## config.mk

```make
export PLATFORM = sky130hd
export DESIGN_NAME = sync_fifo
export DESIGN_NICKNAME = d
export VERILOG_FILES = /design/src/rtl/sync_fifo_pkg.sv /design/src/rtl/fifo_ram.sv /design/src/rtl/sync_fifo.sv
export SDC_FILE = /design/constraint.sdc
export NUM_CORES = 2
export LEC_CHECK = 0
export CORE_MARGIN = 2
export CORE_UTILIZATION = 63
export DETAILED_ROUTE_END_ITERATION = 7
export PLACE_DENSITY = 0.85
export SLEW_MARGIN = 20
export SYNTH_ARGS = -nofsm -noshare
export SYNTH_HDL_FRONTEND = slang
export SYNTH_HIERARCHICAL = 1
export SYNTH_SLANG_ARGS = --single-unit
export TNS_END_PERCENT = 20
```

## constraint.sdc

```tcl
create_clock -name clk -period 3.5 [get_ports clk]
set_input_delay 0.35 -clock clk [delete_from_list [all_inputs] [get_ports clk]]
set_output_delay 0.35 -clock clk [all_outputs]
set_load 0.02 [all_outputs]
```

## src/rtl/sync_fifo_pkg.sv

```systemverilog
// sync_fifo_pkg: shared widths, default thresholds and pointer type for sync_fifo.
package sync_fifo_pkg;
  localparam int DEF_WIDTH = 8;
  localparam int DEF_ADDR_W = 8;
  localparam int DEF_AEMPTY_TH = 2;
  function automatic int cnt_w(input int addr_w);
    return addr_w + 1;
  endfunction
  function automatic int def_afull_th(input int addr_w);
    return (1 << addr_w) - 2;
  endfunction
  typedef logic [DEF_ADDR_W:0] ptr_t;
endpackage

```

## src/rtl/fifo_ram.sv

```systemverilog
// fifo_ram: simple dual-port RAM, one write port and one registered read port, no reset.
module fifo_ram #(
  parameter int WIDTH = 8,
  parameter int ADDR_W = 8
) (
  input  logic              clk,
  input  logic              we,
  input  logic [ADDR_W-1:0] waddr,
  input  logic [WIDTH-1:0]  wdata,
  input  logic              re,
  input  logic [ADDR_W-1:0] raddr,
  output logic [WIDTH-1:0]  rdata
);
  logic [WIDTH-1:0] mem [2**ADDR_W];
  // Read-before-write: a same-address read returns the old word.
  always_ff @(posedge clk) begin
    if (we) mem[waddr] <= wdata;
    if (re) rdata <= mem[raddr];
  end
endmodule

```

## src/rtl/sync_fifo.sv

```systemverilog
// sync_fifo: single-clock FIFO with flags, count and error pulses.
// Define SYNC_FIFO_FWFT_EN for first-word-fall-through mode.
module sync_fifo
  import sync_fifo_pkg::*;
#(
  parameter int WIDTH = DEF_WIDTH,
  parameter int ADDR_W = DEF_ADDR_W,
  parameter int AFULL_TH = def_afull_th(ADDR_W),
  parameter int AEMPTY_TH = DEF_AEMPTY_TH
) (
  input  logic                     clk,
  input  logic                     rst,
  input  logic                     wr_en,
  input  logic [WIDTH-1:0]         din,
  input  logic                     rd_en,
  output logic [WIDTH-1:0]         dout,
  output logic                     dout_valid,
  output logic                     full,
  output logic                     empty,
  output logic                     almost_full,
  output logic                     almost_empty,
  output logic [cnt_w(ADDR_W)-1:0] count,
  output logic                     overflow,
  output logic                     underflow
);
  localparam int CW = cnt_w(ADDR_W);
  typedef logic [CW-1:0] cnt_t;
  cnt_t wr_ptr, rd_ptr;
  logic ram_empty, ram_rd, wr_acc, rd_rej, dv_nxt, have_data;
  logic [WIDTH-1:0] rdata;
  always_comb begin
    ram_empty = wr_ptr == rd_ptr;
    full = (wr_ptr[ADDR_W] != rd_ptr[ADDR_W]) && (wr_ptr[ADDR_W-1:0] == rd_ptr[ADDR_W-1:0]);
    count = wr_ptr - rd_ptr;
    almost_full = count >= CW'(AFULL_TH);
    almost_empty = count <= CW'(AEMPTY_TH);
`ifdef SYNC_FIFO_FWFT_EN
    // The output register refills from RAM whenever it is empty or being popped.
    ram_rd = !ram_empty && (!dout_valid || rd_en);
    rd_rej = rd_en && !dout_valid;
    dv_nxt = ram_rd || (dout_valid && !rd_en);
    empty = !dout_valid;
`else
    ram_rd = rd_en && !ram_empty;
    rd_rej = rd_en && ram_empty;
    dv_nxt = ram_rd;
    empty = ram_empty;
`endif
    wr_acc = wr_en && (!full || ram_rd);
    dout = have_data ? rdata : '0;
  end
  always_ff @(posedge clk or posedge rst) begin
    if (rst) begin
      wr_ptr <= '0;
      rd_ptr <= '0;
      dout_valid <= 1'b0;
      have_data <= 1'b0;
      overflow <= 1'b0;
      underflow <= 1'b0;
    end else begin
      if (wr_acc) wr_ptr <= wr_ptr + cnt_t'(1);
      if (ram_rd) rd_ptr <= rd_ptr + cnt_t'(1);
      if (ram_rd) have_data <= 1'b1;
      dout_valid <= dv_nxt;
      overflow <= wr_en && !wr_acc;
      underflow <= rd_rej;
    end
  end
  fifo_ram #(.WIDTH(WIDTH), .ADDR_W(ADDR_W)) u_ram (
    .clk(clk),
    .we(wr_acc),
    .waddr(wr_ptr[ADDR_W-1:0]),
    .wdata(din),
    .re(ram_rd),
    .raddr(rd_ptr[ADDR_W-1:0]),
    .rdata(rdata)
  );
endmodule

```

==> results.json <==
{
  "status": "complete, but fails checks",
  "violations": "design-rule violations, negative setup slack",
  "drtIter0Drc": 9701,
  "synthArstFlopShare_pct": 1.059,
  "rows": 131,
  "hold_buffers": 0,
  "wl_per_cell_um": 37.83,
  "gp_congestion": 0.9071,
  "pwr-share-seq_pct": 39.0,
  "swShare_pct": 32.46,
  "drv_slew": 0,
  "stdcell_area_um2": 92410,
  "clock_latency_ns": 0.88,
  "remaining_drc_errors": 104,
  "power_density_nw_per_um2": 775.7,
  "ant_nets": 0,
  "yosys_register_bits": 2078,
  "met2_usage_pct": 55.03,
  "cts_buffer_depth": 3,
  "rrSetupSlack_ns": -0.15,
  "num_io_pins": 36,
  "cts_buffers": 194,
  "area_growth_pct": 13.91,
  "grt_pass1_wl_um": 328900,
  "syn-cell-area_um2": 81130,
  "initial_utilization_pct": 63.54,
  "hold_path_class": "input port to asynchronous set/reset pin",
  "via_per_inst": 7.460,
  "grt_use_met1_pct": 44.59,
  "worst_pin_slew_ns": 1.111,
  "p_total_mw": 71.69,
  "ys_seq_area_share_pct": 76.78,
  "grt_overflow_total": 0,
  "r2r_cells": 8,
  "whs_ns": 0.03887,
  "slew_headroom_pct": 25.76,
  "synth_ff_type": "edfxtp_1",
  "ys_types": 78,
  "critPathLaunch": "rd_ptr[1]",
  "setup_tns_ns": -0.5129,
  "fin_skew_ns": 0.07058,
  "timing.rr.start": "rd_ptr[1]",
  "fin_crit_sh_pct": 104.3,
  "fmaxAchievable_mhz": 274.1,
  "crit_arrival_ns": 4.21,
  "min_period_ns": 3.649,
  "die_height_um": 362.9,
  "dr.pass1.iters": 8,
  "pwr-share-comb_pct": 31.3,
  "dp_hpwl_um": 127500,
  "grt_start_max_net_pins": 139,
  "clkPwrFrac_pct": 29.6,
  "cp_data_required_time_ns": 4.06,
  "port_buffers": 35,
  "critPathCaptureType": "flip-flop",
  "clk_pin_slew_ns": 0.07,
  "p_int_mw": 48.42,
  "cp-start-kind": "flip-flop",
  "netSwitchingPower_mw": 23.27,
  "die_area_um2": 131700,
  "routed_wl_um": 232500,
  "drive_above_1_share_pct": 27.95,
  "r2r_end": "u_ram/rdata[3]",
  "nets": 4339,
  "use_met3_pct": 10.64,
  "setup_ws_ns": -0.1489,
  "grt_pass1_vias": 45960,
  "drv_cap": 0,
  "rsz0062_at_grt": "true",
  "synth_nets": 3900,
  "worst-path-max-fanout": 58,
  "syn_avg_cell_area_um2": 20.93,
  "cts_tree": "done",
  "floorplan.die.width_um": 362.9,
  "p_leak_nw": 29.60,
  "dr_total_vias": 45850,
  "ys.warnings.count": 6,
  "track_usage_pct": 35.33,
  "coreArea_um2": 127700,
  "place_area_um2": 85880,
  "crit_end": "u_ram/rdata[3]",
  "worstSetupPathType": "flip-flop to flip-flop",
  "synthCells": 3877,
  "hold_violations": 0,
  "busiest_layer": "met2",
  "htree_levels": 4,
  "ir_drop_mv": 0.6728,
  "antenna_found_initial": 6,
  "cts-root-buf": "clkbuf_16",
  "cts.sinks": 2078,
  "setup_violations": 7,
  "synth-edff-count": 2056
}
[flip-flops by register name (all words and copies together), names as in the netlist]
signal / count
underflow: 1
wr_ptr: 9
u_ram/rdata: 8
dout_valid: 1
overflow: 1
rd_ptr: 9
u_ram/mem: 2048
have_data: 1
[worst min path at each step]
stage / to / slack (ns) / start / cells after the start
after floorplan: dout_valid / 0.34 / rst / 1
after global placement: rd_ptr[8] / 0.55 / rd_ptr[8] / 1
after detailed placement: rd_ptr[8] / 0.56 / rd_ptr[8] / 1
after CTS: u_ram/mem[168][3] / 0.01 / din[3] / 1
after global routing: u_ram/mem[168][3] / 0.05 / din[3] / 1
final: rd_ptr[2] / 0.04 / rst / 2
[cells in the final DEF (no fill, tap or decap), drive strengths merged, types with 15 or more instances in the layout]
master	synthesis	final
clkdlybuf4s50	0	21
buf	122	443
a21oi	103	103
bufinv	0	20
nor3	24	24
nand2	42	42
nor2b	31	31
mux4	456	456
edfxtp	2056	2056
o21ai	15	15
xnor2	19	19
and2	16	16
o221ai	47	47
clkinv	1	89
a22oi	133	133
clkbuf	111	246
mux2i	134	134
a211oi	17	17
dfrtp	22	22
inv	15	24
nor4	29	29
o22ai	28	28
nor2	287	287
nand3	43	43
[power by group through the flow]
stage	logic, mW	registers, mW	clock network (mW)
2_1_floorplan	13.6	28.4	0
3_3_place_gp	19.9	28.5	0
3_5_place_dp	20.5	28.5	0
4_1_cts	21.3	28.0	21.2
5_1_grt	22.8	28.0	22.1
6_report	22.5	28.0	21.3
[per-stage QoR]
step	setup WS, ns	utilization [%]	std cells
2_1_floorplan	0.2758	-	3877
3_3_place_gp	-0.4048	67.21	5773
3_5_place_dp	-0.1384	67.26	5775
4_1_cts	-0.09937	72.24	6137
5_1_grt	-0.1234	72.37	6141
6_report	-0.1489	72.38	6146
[cell type report]
type                       instances  area (um^2)
clock buffer                     238         5104
fill                            6316        35270
clock inverter                   121         1156
multi-input combinational       1550        17600
antenna                            5        12.51
sequential                      2078        62300
inverter                          16        60.06
timing repair buffer             476         4098
tap                             1662         2079
[critical path, stage by stage, from the launching register on]
cell	delay, ns
dfrtp_4	0.44
buf_12	0.13
buf_4	0.69
mux4_2	0.43
a22o_1	0.25
a221oi_1	0.60
o32ai_1	0.28
nor3_2	0.41
nor4_1	0.13
[what timing repair did]
item | CTS | global route
endpoints found under the setup margin | 11 | 15
pin swaps | 6 | 2
buffers inserted | 3 | 4
gates resized for setup | 29 | 22
[synth_stat cells, types with 14 or more instances]
| cell type | n | area (um^2) |
|---|---|---|
| nor3_1 | 23 | 115.1 |
| nand3_1 | 41 | 205.2 |
| buf_4 | 27 | 202.7 |
| mux2i_1 | 134 | 1341 |
| nor4_1 | 25 | 156.4 |
| and2_1 | 16 | 100.1 |
| nor2b_1 | 31 | 193.9 |
| clkbuf_1 | 111 | 416.7 |
| nand2_1 | 42 | 157.7 |
| buf_2 | 31 | 155.2 |
| nand4_1 | 14 | 87.58 |
| o221ai_1 | 46 | 402.9 |
| buf_6 | 21 | 236.5 |
| o22ai_1 | 28 | 175.2 |
| a21oi_1 | 102 | 510.5 |
| xnor2_1 | 18 | 157.7 |
| a211oi_1 | 16 | 120.1 |
| buf_1 | 22 | 82.58 |
| nor2_1 | 285 | 1070 |
| dfrtp_1 | 22 | 550.5 |
| edfxtp_1 | 2056 | 61740 |
| inv_1 | 14 | 52.55 |
| a22oi_1 | 133 | 998.5 |
| mux4_2 | 454 | 10220 |
[cell families after synthesis]
| kind of cell | share of synthesized area (%) |
|---|---|
| fa+ha+maj | 0.1789 |
| simple gates | 2.995 |
| compound gates | 3.567 |
| mux | 14.36 |
| flops | 76.78 |
| buf+inv | 1.860 |
| xor+xnor | 0.2576 |
[metal layers]
metal	routed length, um	share of wire, %
met2	109000	47
met5	12	0.0052
met1	71370	31
met3	34750	15
met4	17360	7.5
(Power assumes the default switching activity.)
